File: src/rtl/mem_arb_pkg.sv
// Shared types and constants for the unified memory arbiter: FSM states,
// default memory latency and the grant-owner encoding.
package mem_arb_pkg;

    localparam int unsigned DefaultMemLatency = 2;

    typedef enum logic [1:0] {
        StIdle,
        StGrantIf,
        StGrantD,
        StDone
    } arb_state_e;

    localparam logic OwnerIf = 1'b0;
    localparam logic OwnerD  = 1'b1;

endpackage

File: src/rtl/latency_timer.sv
// Loadable down-counter that tracks how many cycles remain before the
// memory read data is valid.
module latency_timer
    import mem_arb_pkg::*;
#(
    parameter int unsigned MEM_LATENCY = DefaultMemLatency,
    localparam int unsigned CntW       = $clog2(MEM_LATENCY + 1)
) (
    input  logic            clk,
    input  logic            reset_n,
    input  logic            load,
    input  logic            dec,
    output logic [CntW-1:0] value,
    output logic            expired
);

    logic [CntW-1:0] value_q, value_d;

    // Load wins over decrement; the count saturates at zero.
    always_comb begin
        value_d = value_q;
        if (load) begin
            value_d = CntW'(MEM_LATENCY);
        end else if (dec && (value_q != '0)) begin
            value_d = value_q - CntW'(1);
        end
    end

    always_ff @(posedge clk or negedge reset_n) begin
        if (!reset_n) begin
            value_q <= '0;
        end else begin
            value_q <= value_d;
        end
    end

    assign value   = value_q;
    assign expired = (value_q == '0);

endmodule

File: src/rtl/unified_mem_arbiter.sv
// Serialises fetch and data accesses onto one fixed-latency memory port,
// data port first, with registered read-data buffers and stall outputs.
module unified_mem_arbiter
    import mem_arb_pkg::*;
#(
    parameter int unsigned ADDR_W      = 16,
    parameter int unsigned DATA_W      = 16,
    parameter int unsigned MEM_LATENCY = DefaultMemLatency
) (
    input  logic              clk,
    input  logic              reset_n,
    input  logic              if_req,
    input  logic [ADDR_W-1:0] if_addr,
    output logic [DATA_W-1:0] if_rdata,
    output logic              if_ready,
    output logic              if_stall,
    input  logic              d_req,
    input  logic              d_we,
    input  logic [ADDR_W-1:0] d_addr,
    input  logic [DATA_W-1:0] d_wdata,
    output logic [DATA_W-1:0] d_rdata,
    output logic              d_ready,
    output logic              d_stall,
    output logic              mem_en,
    output logic              mem_we,
    output logic [ADDR_W-1:0] mem_addr,
    output logic [DATA_W-1:0] mem_wdata,
    input  logic [DATA_W-1:0] mem_rdata
);

    localparam int unsigned CntW = $clog2(MEM_LATENCY + 1);

    arb_state_e        state_q, state_d;
    logic              mem_en_q, mem_we_q;
    logic [ADDR_W-1:0] mem_addr_q;
    logic [DATA_W-1:0] mem_wdata_q;
    logic              if_ready_q, d_ready_q;
    logic [DATA_W-1:0] if_rdata_q, d_rdata_q;

    logic              if_elig, d_elig;
    logic              grant, owner;
    logic              cap_if, cap_d, wr_done, dec;
    logic              expired;
    logic [CntW-1:0]   unused_timer_value;

    // A port whose ready pulse is high this cycle is still holding its old
    // request; ignore it so the access is not issued twice.
    assign if_elig = if_req & ~if_ready_q;
    assign d_elig  = d_req & ~d_ready_q;

    always_comb begin
        state_d = state_q;
        grant   = 1'b0;
        owner   = OwnerIf;
        cap_if  = 1'b0;
        cap_d   = 1'b0;
        wr_done = 1'b0;
        dec     = 1'b0;
        unique case (state_q)
            StIdle, StDone: begin
                if (d_elig) begin
                    grant   = 1'b1;
                    owner   = OwnerD;
                    state_d = StGrantD;
                end else if (if_elig) begin
                    grant   = 1'b1;
                    owner   = OwnerIf;
                    state_d = StGrantIf;
                end else begin
                    state_d = StIdle;
                end
            end
            StGrantIf: begin
                if (expired) begin
                    cap_if  = 1'b1;
                    state_d = StDone;
                end else begin
                    dec = 1'b1;
                end
            end
            StGrantD: begin
                // mem_we_q is only meaningful in the first grant cycle, which
                // is the only cycle a write spends here.
                if (mem_we_q) begin
                    wr_done = 1'b1;
                    state_d = StDone;
                end else if (expired) begin
                    cap_d   = 1'b1;
                    state_d = StDone;
                end else begin
                    dec = 1'b1;
                end
            end
            default: state_d = StIdle;
        endcase
    end

    latency_timer #(
        .MEM_LATENCY (MEM_LATENCY)
    ) u_latency_timer (
        .clk     (clk),
        .reset_n (reset_n),
        .load    (grant),
        .dec     (dec),
        .value   (unused_timer_value),
        .expired (expired)
    );

    always_ff @(posedge clk or negedge reset_n) begin
        if (!reset_n) begin
            state_q     <= StIdle;
            mem_en_q    <= 1'b0;
            mem_we_q    <= 1'b0;
            mem_addr_q  <= '0;
            mem_wdata_q <= '0;
            if_ready_q  <= 1'b0;
            d_ready_q   <= 1'b0;
            if_rdata_q  <= '0;
            d_rdata_q   <= '0;
        end else begin
            state_q    <= state_d;
            mem_en_q   <= grant;
            mem_we_q   <= grant & (owner == OwnerD) & d_we;
            if_ready_q <= cap_if;
            d_ready_q  <= cap_d | wr_done;
            if (grant) begin
                mem_addr_q <= (owner == OwnerD) ? d_addr : if_addr;
            end
            if (grant && (owner == OwnerD)) begin
                mem_wdata_q <= d_wdata;
            end
            if (cap_if) begin
                if_rdata_q <= mem_rdata;
            end
            if (cap_d) begin
                d_rdata_q <= mem_rdata;
            end
        end
    end

    assign mem_en    = mem_en_q;
    assign mem_we    = mem_we_q;
    assign mem_addr  = mem_addr_q;
    assign mem_wdata = mem_wdata_q;
    assign if_ready  = if_ready_q;
    assign d_ready   = d_ready_q;
    assign if_rdata  = if_rdata_q;
    assign d_rdata   = d_rdata_q;
    assign if_stall  = if_req & ~if_ready_q;
    assign d_stall   = d_req & ~d_ready_q;

endmodule

File: config.mk
export PLATFORM = sky130hd
export DESIGN_NAME = unified_mem_arbiter
export DESIGN_NICKNAME = d
export VERILOG_FILES = /design/src/rtl/mem_arb_pkg.sv /design/src/rtl/latency_timer.sv /design/src/rtl/unified_mem_arbiter.sv
export SDC_FILE = /design/constraint.sdc
export NUM_CORES = 1
export LEC_CHECK = 0
export ABC_AREA = 0
export CAP_MARGIN = 30
export CORE_MARGIN = 2
export CORE_UTILIZATION = 50
export CTS_CLUSTER_DIAMETER = 100
export DETAILED_ROUTE_END_ITERATION = 16
export DONT_BUFFER_PORTS = 1
export GPL_ROUTABILITY_DRIVEN = 0
export GPL_TIMING_DRIVEN = 1
export PLACE_DENSITY = 0.68
export SYNTH_ARGS = -nofsm -noshare
export SYNTH_HDL_FRONTEND = slang
export SYNTH_HIERARCHICAL = 1
export SYNTH_SLANG_ARGS = --single-unit
File: constraint.sdc
create_clock -name clk -period 1.8 [get_ports clk]
set_clock_uncertainty 0.2 [all_clocks]
set_input_delay 0.54 -clock clk [delete_from_list [all_inputs] [get_ports clk]]
set_output_delay 0.54 -clock clk [all_outputs]
set_load 0.1 [all_outputs]
==> summary.txt <==
Status
  – Status: finished with violations
  – Failing checks: hold timing, setup timing

Logic synthesis
  – Synth cell types: 26
  – Mapped Area: 0.00299 sq mm
  – Syn Nets: 273
  – Synthesis Warnings: 6
  – Synth Instances: 200
  – Post-synth EDFFs: 0
  – Most used flip-flop cell after synthesis: dfrtp_1
  – Top cell type's share of synthesized area: 60.3%
  – Synth top area cells: dfrtp_1 (60%), mux2_2 (14%), mux2_4 (5.5%)
  – Synth area leader: dfrtp_1
  – Sequential area share after synthesis: 60.3%
  – Syn Area/Cell: 15.0 sq um
  – Post-synth ARST share: 100%
  – FF+latch count, synth: 72

GRT
  – Global Route Usage Sum: 22.2%
  – Largest net degree at the start of global routing: 73
  – Initial antenna violation count: 0
  – First-pass GRT wire length: 10.9 mm
  – Overflow after GRT: 0
  – Vias in the first global route: 2,184

Die
  – # IOs: 139
  – Row cnt: 28
  – Core Area: 0.00585 sq mm
  – Initial Util: 51.1%
  – Vert. Die Dim: 81.3 microns
  – Die Footprint: 0.00662 sq mm
  – Chip Width: 81.3 microns

Detailed routing
  – Routed WL: 7.21 mm
  – Via density: 5.47
  – Vias: 2,034
  – Initial DRC count: 126
  – Drt drc: 0
  – Drt wl/cell: 19.4 microns
  – Pre-antenna DRT Iters: 4
  – ANT nets after route: 0

STA
  – Hold Slack: -307 ps
  – Max Freq: 516 MHz
  – Slew headroom: 80.0%
  – Setup ws final: -138 ps
  – Tmin final: 1940 ps
  – Slew Limit Fails: 0
  – Period utilization: 108%
  – Final Hold Viols: 72
  – Worst Max-Slew Pin Slew: 299 ps
  – Endpoints failing setup: 14
  – RSZ-0062 raised after global routing: yes

Finish
  – # diodes: 0
  – Non-Filler Instances: 372
  – Net count, final: 365
  – Commonest cells after routing, fill and taps aside: dfrtp_1 (69), buf_4 (69), mux2_2 (38)
  – Layout Utilization: 72.6%
  – Synth-to-Final Area Change: 42.0%
  – Layout cells sized above 1: 59.6%

Min path
  – HP Class: input port to asynchronous set/reset pin

Setup path
  – Crit Path Class: flop to output port
  – Critical path's slowest cell: dfrtp_4
  – Slowest stage delay, CP: 470 ps
  – Critical path launch point type: flop
  – Worst Setup End Kind: output port
  – Sequence of cells on the critical path: nand2b_4 > clkinv_4 > buf_12
  – CP Max Fanout: 5
  – Worst EP required: 1060 ps
  – Crit path DAT: 1200 ps

Placement
  – Port buffer count: 0
  – HPWL after detailed placement: 5.08 mm
  – Pre-CTS setup slack: -157 ps
  – Placed insts: 344

Clock tree
  – Clk sinks: 72
  – Reg clk slew, reported paths: 90 ps
  – CTS Buf Count: 9
  – CTS Root Cell: clkbuf_8
  – Worst-Skew Late Latency: 330 ps
  – TritonCTS clock tree: built
  – Clock Tree Buf Depth: 2
  – H-tree levels: 3

Job
  – Max cap viols: 0
kinds of logic after synthesis:
logic type                 synth area share, %
muxes                                     20.2
and+or+nand+nor                           7.57
DFF                                       60.3
adders and majority gates                 1.67
buffers and inverters                     3.39
AOI/OAI and AO/OA                         6.95
stage by stage:
stage          TNS (ps)  cell area (sq um)
6_report           -622               4250
5_1_grt           -1720               4250
4_1_cts            -296               4130
3_5_place_dp      -2250               3810
3_3_place_gp       -281               3810
2_1_floorplan     -6230               3010
routing by layer:
| metal | vias up | GRT usage, % | routed length [microns] |
|---|---|---|---|
| li1 | 904 | - | - |
| met1 | 1000 | 24.6 | 2580 |
| met2 | 113 | 37.0 | 3740 |
| met3 | 17 | 9.33 | 730 |
| met4 | 0 | 10.0 | 158 |
| met5 | - | 0 | 0 |
cell type report:
class / instances / area, sq um
well taps: 75 / 93.8
flip-flops and latches: 72 / 1810
clock inverters: 5 / 80.1
fillers: 362 / 1600
multi-input cells: 110 / 1140
inverters: 8 / 42.5
repair buffers: 91 / 931
clock buffers: 11 / 141
critical path: cells and delay by family (launching register included):
kind / cells / cell delay, ps
buffers and inverters: 2 / 230
AND/OR/NAND/NOR: 1 / 160
flip-flops: 1 / 470
synth_stat cells, types with 3 or more instances:
| master | count |
|---|---|
| nand2_1 | 3 |
| and3_1 | 18 |
| clkbuf_1 | 3 |
| mux2_4 | 11 |
| buf_6 | 4 |
| ha_1 | 4 |
| a221o_1 | 16 |
| inv_1 | 7 |
| mux2_2 | 38 |
| nor2_1 | 3 |
| buf_2 | 3 |
| dfrtp_1 | 72 |
flip-flops by register name, summed over array words and instances (netlist names):
| register | flops |
|---|---|
| d_rdata | 16 |
| d_ready | 1 |
| if_rdata | 16 |
| if_ready | 1 |
| mem_addr | 16 |
| mem_en | 1 |
| mem_wdata | 16 |
| mem_we | 1 |
| state_q | 2 |
| u_latency_timer/value | 2 |
final timing paths:
check	slack, ps	endpoint	cells past startpoint	startpoint
max	-140	d_stall	3	d_ready
min	-310	mem_wdata[10]	0	reset_n
max reg2reg	-70	mem_addr[1]	7	d_ready
min reg2reg	310	d_rdata[6]	1	d_rdata[6]
max in group asynchronous	1590	mem_we	0	reset_n
min in group clk	140	mem_wdata[0]	1	d_wdata[0]
repair_timing:
action | in CTS | in global routing
endpoints found under the hold margin | 72 | 72
resized for setup | 10 | 15
setup endpoints to repair | 34 | 8
setup buffers | 4 | 7
cloned | 1 | 0
pin swaps | 1 | 14
Power is left out: the tool's default activity adds up to more than one toggle a clock period on the data nets, which glitch-free logic cannot reach.
